### src/rtl/ex_alu_branch_unit_pkg.sv
// ex_pkg: shared constants for the execute-stage ALU / branch unit.
//   - aluop codes (5-bit), branch codes (3-bit), default widths.
//   - Optional feature macro: ALU_MUL_EN (claims aluop 11 MUL / 12 MULH).
package ex_pkg;
    localparam int XLEN_DEF = 32;
    localparam int PC_W_DEF = 12;

    localparam logic [4:0] ALU_ADD   = 5'd0;
    localparam logic [4:0] ALU_SUB   = 5'd1;
    localparam logic [4:0] ALU_SLL   = 5'd2;
    localparam logic [4:0] ALU_SLT   = 5'd3;
    localparam logic [4:0] ALU_XOR   = 5'd4;
    localparam logic [4:0] ALU_SRL   = 5'd5;
    localparam logic [4:0] ALU_SRA   = 5'd6;
    localparam logic [4:0] ALU_OR    = 5'd7;
    localparam logic [4:0] ALU_AND   = 5'd8;
    localparam logic [4:0] ALU_PASSB = 5'd9;
    localparam logic [4:0] ALU_MUL   = 5'd11;
    localparam logic [4:0] ALU_MULH  = 5'd12;

    localparam logic [2:0] BR_NONE = 3'd0;
    localparam logic [2:0] BR_EQ   = 3'd1;
    localparam logic [2:0] BR_NE   = 3'd2;
    localparam logic [2:0] BR_LT   = 3'd3;
    localparam logic [2:0] BR_GE   = 3'd4;
    localparam logic [2:0] BR_JUMP = 3'd5;
endpackage

### src/rtl/ex_alu_branch_unit_alu.sv
// ex_alu: combinational RV32 ALU with zero/neg flags.
//   aluop  - operation code (ex_pkg ALU_*); unassigned codes give result 0
//   sign   - 1 = signed compare / signed MULH operands, 0 = unsigned
//   op1,op2- operands; shifts only look at op2[4:0]
//   result - ALU result; zero = (result == 0); neg = op1 < op2 (any aluop)
//   Optional: `define ALU_MUL_EN adds MUL (11) and MULH (12).
module ex_alu
    import ex_pkg::*;
#(
    parameter int XLEN = XLEN_DEF
) (
    input  logic [4:0]      aluop,
    input  logic            sign,
    input  logic [XLEN-1:0] op1,
    input  logic [XLEN-1:0] op2,
    output logic [XLEN-1:0] result,
    output logic            zero,
    output logic            neg
);
    logic [4:0] shamt;
    logic       lt;

    assign shamt = op2[4:0];
    assign lt    = sign ? ($signed(op1) < $signed(op2)) : (op1 < op2);

`ifdef ALU_MUL_EN
    // Extend both operands to 2*XLEN (sign- or zero-extended) so a single
    // unsigned multiply yields the correct two's-complement full product.
    logic [2*XLEN-1:0] ext1, ext2, prod;
    assign ext1 = {{XLEN{sign & op1[XLEN-1]}}, op1};
    assign ext2 = {{XLEN{sign & op2[XLEN-1]}}, op2};
    assign prod = ext1 * ext2;
`endif

    always_comb begin
        result = '0;
        case (aluop)
            ALU_ADD:   result = op1 + op2;
            ALU_SUB:   result = op1 - op2;
            ALU_SLL:   result = op1 << shamt;
            ALU_SLT:   result = {{(XLEN-1){1'b0}}, lt};
            ALU_XOR:   result = op1 ^ op2;
            ALU_SRL:   result = op1 >> shamt;
            ALU_SRA:   result = $unsigned($signed(op1) >>> shamt);
            ALU_OR:    result = op1 | op2;
            ALU_AND:   result = op1 & op2;
            ALU_PASSB: result = op2;
`ifdef ALU_MUL_EN
            ALU_MUL:   result = prod[XLEN-1:0];
            ALU_MULH:  result = prod[2*XLEN-1:XLEN];
`endif
            default:   result = '0;
        endcase
    end

    assign zero = (result == '0);
    assign neg  = lt;
endmodule

### src/rtl/ex_alu_branch_unit.sv
// ex_alu_branch_unit: execute-stage ALU, registered PC+4, branch decision.
//   clk, rst_n         - clock (rising), async active-low reset (pc4 only)
//   aluop, sign, op1, op2 -> result, zero, neg   (combinational, ex_alu)
//   pc_in -> pc4       - pc4 <= pc_in + 4 (mod 2^PC_W), cleared by reset
//   branch, br_zero, br_neg -> pcsrc   (combinational)
//   Optional: `define ALU_MUL_EN enables MUL/MULH in the ALU.
module ex_alu_branch_unit
    import ex_pkg::*;
#(
    parameter int XLEN = XLEN_DEF,
    parameter int PC_W = PC_W_DEF
) (
    input  logic            clk,
    input  logic            rst_n,
    input  logic [4:0]      aluop,
    input  logic            sign,
    input  logic [XLEN-1:0] op1,
    input  logic [XLEN-1:0] op2,
    output logic [XLEN-1:0] result,
    output logic            zero,
    output logic            neg,
    input  logic [PC_W-1:0] pc_in,
    output logic [PC_W-1:0] pc4,
    input  logic [2:0]      branch,
    input  logic            br_zero,
    input  logic            br_neg,
    output logic            pcsrc
);
    logic [PC_W-1:0] pc4_d, pc4_q;

    ex_alu #(.XLEN(XLEN)) u_alu (
        .aluop  (aluop),
        .sign   (sign),
        .op1    (op1),
        .op2    (op2),
        .result (result),
        .zero   (zero),
        .neg    (neg)
    );

    // Wraps modulo 2^PC_W by truncation.
    always_comb pc4_d = pc_in + PC_W'(4);

    always_ff @(posedge clk or negedge rst_n) begin
        if (!rst_n) pc4_q <= '0;
        else        pc4_q <= pc4_d;
    end

    assign pc4 = pc4_q;

    always_comb begin
        pcsrc = 1'b0;
        case (branch)
            BR_EQ:   pcsrc = br_zero;
            BR_NE:   pcsrc = ~br_zero;
            BR_LT:   pcsrc = br_neg;
            BR_GE:   pcsrc = ~br_neg;
            BR_JUMP: pcsrc = 1'b1;
            default: pcsrc = 1'b0;
        endcase
    end
endmodule

### config.mk
export PLATFORM = sky130hd
export DESIGN_NAME = ex_alu_branch_unit
export DESIGN_NICKNAME = d
export VERILOG_FILES = /design/src/rtl/ex_alu_branch_unit_pkg.sv /design/src/rtl/ex_alu_branch_unit_alu.sv /design/src/rtl/ex_alu_branch_unit.sv
export SDC_FILE = /design/constraint.sdc
export NUM_CORES = 1
export LEC_CHECK = 0
export ABC_AREA = 1
export ABC_CLOCK_PERIOD_IN_PS = 10300
export CAP_MARGIN = 20
export CELL_PAD_IN_SITES_DETAIL_PLACEMENT = 0
export CELL_PAD_IN_SITES_GLOBAL_PLACEMENT = 1
export CORE_MARGIN = 5
export CORE_UTILIZATION = 41
export CTS_CLUSTER_SIZE = 24
export DETAILED_ROUTE_END_ITERATION = 16
export GPL_ROUTABILITY_DRIVEN = 0
export HOLD_SLACK_MARGIN = 0.1
export PLACE_DENSITY = 0.85
export SYNTH_ARGS = -nofsm -noshare
export SYNTH_HDL_FRONTEND = slang
export SYNTH_SLANG_ARGS = --single-unit
export TNS_END_PERCENT = 5
### constraint.sdc
create_clock -name clk -period 10.3 [get_ports clk]
set_clock_uncertainty 0.2 [all_clocks]
set_input_delay 1.545 -clock clk [delete_from_list [all_inputs] [get_ports clk]]
set_output_delay 1.545 -clock clk [all_outputs]
set_load 0.005 [all_outputs]
Word-level counts from Yosys, hierarchy flattened
Cells that the tools add are included. Widths: inputs -> output; s select.

Add/subtract/negate cells: 3. $lt $le $gt $ge: 2. Equality and inequality tests: 14. Shifts and indexed selects: 3. Mux-type cells: 3. Bitwise logic cells: 5. Reductions and logical operators: 2.

Operators with widths (number): $pmux 32 s10 (1); $lt 32x32->1 (2); $add 32x32->32 (1); $and 32x32->32 (1); $logic_not 32->1 (1); $or 32x32->32 (1); $shl 32x5->32 (1); $shr 32x5->32 (1); $sshr 32x5->32 (1); $sub 32x32->32 (1); $xor 32x32->32 (1); $eq 5x3->1 const B (4); $add 12x3->12 const B (1); $eq 5x2->1 const B (2); $eq 5x4->1 const B (2); $eq 3x2->1 const B (2); $eq 3x3->1 const B (2); $eq 5x1->1 const B (1); $logic_not 5->1 (1); $pmux 1 s5 (1); $eq 3x1->1 const B (1); $not 1->1 (2); $mux 1 (1).

Register bits after elaboration: 12. Output and inout bits: 47. Logic and storage cells: 33.

Longest topological paths before layout
Depth in word-level cells: 4. Gate-level depth with buffers: 23.

Cells and area by module
From an unflattened synthesis, not the netlist that was laid out.

Cell total of the unflattened synthesis: 2323. Area total of the unflattened synthesis: 11262.1 um2.

By module, submodules not included: ex_alu (instances 1, cells an instance 2258, area each 10700.3 um2, sequential area each 0.0 um2); ex_alu_branch_unit (instances 1, cells an instance 65, area each 561.8 um2, sequential area each 300.3 um2).

Least setup slack after synthesis
No wires, ideal clock.

Kind: input port to output port. Start: input op2[4]. End: output zero. Data arrival time: 3.924 ns. Data required time: 8.555 ns. Path slack: 4.631 ns. Stages: 19. Buffers on the path: 3. Cells stage by stage: clkbuf_2 -> inv_1 -> buf_2 -> buf_1 -> ha_1 -> nor2_1 -> nand2_1 -> nor2_1 -> nand2_1 -> nand3_1 -> xor2_1 -> nor2_1 -> nor2_1 -> nand2_1 -> nor2_1 -> nand2_1 -> nor2_1 -> nand2_1 -> nor2_2.

RTL lines: start: declaration (RTL line ex_alu_branch_unit.sv:18) `input logic [XLEN-1:0] op2,`; $sub 32x32->32 (tied with other cells) (RTL line ex_alu_branch_unit_alu.sv:39) `ALU_SUB: result = op1 - op2;`; $pmux 32 s10 (*) (RTL line ex_alu_branch_unit_alu.sv:37) `case (aluop)`; via result[11] (RTL line ex_alu_branch_unit.sv:19) `output logic [XLEN-1:0] result,`; $logic_not 32->1 (*) (RTL line ex_alu_branch_unit_alu.sv:56) `assign zero = (result == '0);`; end: declaration (RTL line ex_alu_branch_unit.sv:20) `output logic zero,`.

The timed path passes the listed nets; every way through them passes the cells marked *.

Worst setup path in the final report
Start: input op2[2]. End: output zero.

Longest elaborated chain between the ends: 4.

RTL lines: $lt 32x32->1 (RTL line ex_alu_branch_unit_alu.sv:24) `assign lt = sign ? ($signed(op1) < $signed(op2)) : (op1 < op2);`; $mux 1 (RTL line ex_alu_branch_unit_alu.sv:24); $pmux 32 s10 (*) (RTL line ex_alu_branch_unit_alu.sv:37); $logic_not 32->1 (*) (RTL line ex_alu_branch_unit_alu.sv:56).

Every way passes the cells marked *; elsewhere a longest branch is shown, timed or not.

==> flow_summary.ini <==
[outcome]
status = finished clean

[finish]
seq_area_um2 = 300
area_growth_pct = 12.4
final_util = 0.470
fill_cells = 3071
largest-register = pc4
fin_area_mm2 = 0.0127
drive_gt1_frac = 0.0269
fin_nets = 2565
stdcell_count = 2716
largest_reg_flops = 12
reg.largest.list = pc4 x12
multi_input_area_mm2 = 0.00919
antenna_cells = 0

[power_and_ir_drop]
power.density_mw_per_mm2 = 57.9
leakagePower_nw = 6.97
ir_worst_vdd_mv = 0.0540

[floorplanning]
pin_count = 136
fp.dieH_um = 176
core_mm2 = 0.0270
start_util = 0.418
num_rows = 60
die_w_um = 176
dieArea_mm2 = 0.0310

[clock_network]
cts_hold_buf = 0
htreeDepth = 1
cts_setup_buffers = 0
cts_made_buffers = 3
root_buffer = clkbuf_16
cts-resized-gates = 0
cts_tree = built
cts.sink_count = 12
clock_path_buffers = 2
clk_pin_slew_ns = 0.04

[critical_path]
critPathLaunch = op2[2]
endpoint_kind = primary output
critPathMaxFanout = 69
path_class = in -> out
critical_path_required_ns = 8.56
critPathLaunchType = input port
arrival_ns = 6.20

[place]
dpl.cell_count = 2712
dp_hpwl_mm = 43.1
port_buffers = 135
post_dp_cell_area_mm2 = 0.0126

[yosys]
async_flop_share = 1.00
synth.distinct_cells = 44
ys_seq_area_frac = 0.0266
ys.flop_type = dfrtp_1
ys_ff_latch = 12
syn-num-nets = 2511
synth_top_area_frac = 0.277
yosys_warnings = 0
synth-edff-count = 0
synth_area_leaders = nand2_1, nand3_1, ha_1, inv_1, nor2_1
synth_area_mm2 = 0.0113
synth_cells = 2322
synth_largest_area_cell = nand2_1
postSynthAreaPerCell_um2 = 4.86

[detailed_routing]
ant_nets = 0
wl_mm = 52.6
firstDrtPassIters = 6
drc = 0
post_drt_wl_per_cell_um = 19.4
vias_per_cell = 5.73
dr.first_iter.drc_count = 2167
num_vias = 15600

[global_route]
grt_overflow = 0
antenna_found_initial = 0
grt_usage = 0.322
grt_max_degree = 70
grt_pass1_wl_mm = 79.3
grt_pass1_vias = 14200

[sta]
setup_viol = 0
finalHoldViolations = 0
tightest_slew_ns = 0.973
post-route-period-util = 0.771
report.final.slew_viol_count = 0
slew_headroom = 0.350
finalCriticalPeriod_ns = 7.95
tns_ns = 0
fmax_mhz = 126
rsz0062_at_grt = no

[min_path]
hold_class = in -> async

[run]
maxCapViolations = 0
## how the worst max path moves through the flow
stage	end	slack, ns
4_1_cts	zero	2.49
3_3_place_gp	zero	2.55
3_5_place_dp	zero	2.50
5_1_grt	zero	2.14
6_report	zero	2.35
2_1_floorplan	zero	4.63
## logic make-up (layout without fill, tap and decap cells)
kind of cell	after synthesis	after routing	synth area share
simple gates	1574	1574	0.598
buf+inv	430	483	0.160
compound gates	196	196	0.0958
fa+ha+maj	100	100	0.112
flops	12	12	0.0266
xor+xnor	10	10	0.00775
## Yosys cell counts (5+ instances only)
master    instances
clkbuf_1         14
o22ai_1          22
xor2_1           10
buf_6             8
buf_2            55
buf_4            11
nand4_1          31
inv_1           319
buf_1             8
nor2_2            7
and2_1           15
ha_1             98
o21ai_0          63
nand2_1         833
o21bai_1          7
o21ai_1          15
inv_2            10
o211ai_1         12
nand2_2           8
nor3_1           32
nand3_1         417
a21oi_1          69
nor2_1          205
dfrtp_1          12
nor2_4            5
## stage by stage
step / setup slack, ns / power (mW) / hold slack (ns)
after global routing: 2.14 / 0.797 / 1.50
final: 2.35 / 0.735 / 1.46
after global placement: 2.55 / 0.634 / 1.71
after CTS: 2.49 / 0.720 / 1.47
after floorplan: 4.63 / 0.428 / 1.05
after detailed placement: 2.50 / 0.638 / 1.72
## worst max-delay path, cell delays in order
cell	delay, ns
buf_2	0.09
buf_4	0.34
inv_2	0.10
buf_4	0.58
ha_1	0.45
inv_1	0.20
nand2_1	0.08
nand2_1	0.12
nand4_1	0.14
nand2_1	0.19
nand2_1	0.07
nand2_1	0.18
nand2_1	0.14
nand3_1	0.11
nand2_1	0.18
nand2_1	0.19
nand2_1	0.15
nor2_1	0.17
nand2_1	0.07
nor2_1	0.21
nand2_1	0.10
nor2_2	0.21
clkdlybuf4s50_1	0.54
## routing by layer
layer,vias up,global-route usage,share of wire
met5,-,0,0
met2,825,0.528,0.45
li1,7505,-,-
met1,7092,0.433,0.41
met3,142,0.0469,0.098
met4,0,0.111,0.043
## cells in the final DEF (no fill, tap or decap), types with 3 or more instances in the layout
cell,Yosys,layout
nor3_1,32,32
dfrtp_1,12,12
nand4_1,31,31
nor2_2,7,7
nor3b_1,3,3
ha_1,98,98
nor2_4,5,5
o21ai_1,15,15
inv_1,319,319
a21oi_1,69,69
buf_4,11,14
o22ai_1,22,22
clkbuf_16,0,3
clkdlybuf4s50_1,0,132
nand3_1,417,417
inv_2,10,10
o21bai_1,7,7
nand2_4,3,3
nand2_2,8,8
o211ai_1,12,12
nand2_1,833,833
and3_1,3,3
nand3_2,3,3
xor2_1,10,10
and2_1,15,15
o21ai_0,63,63
nor3_2,3,3
nor2_1,205,205
buf_2,55,3
## where the power goes
part	leakage, nW	total [mW]	switching, mW	internal (mW)
Combinational	6.78	0.606	0.409	0.196
Sequential	0.140	0.0513	0.000806	0.0505
Clock	0.0442	0.0783	0.0197	0.0585
Total	6.97	0.735	0.430	0.305
## final cells by class
cell class | instances | area share
Inverter | 330 | 0.0978
Tap cell | 341 | 0.0336
Timing Repair Buffer | 149 | 0.114
Clock buffer | 4 | 0.00700
Multi-Input combinational cell | 1880 | 0.724
Sequential cell | 12 | 0.0237
Power figures use the tool's default switching activity.
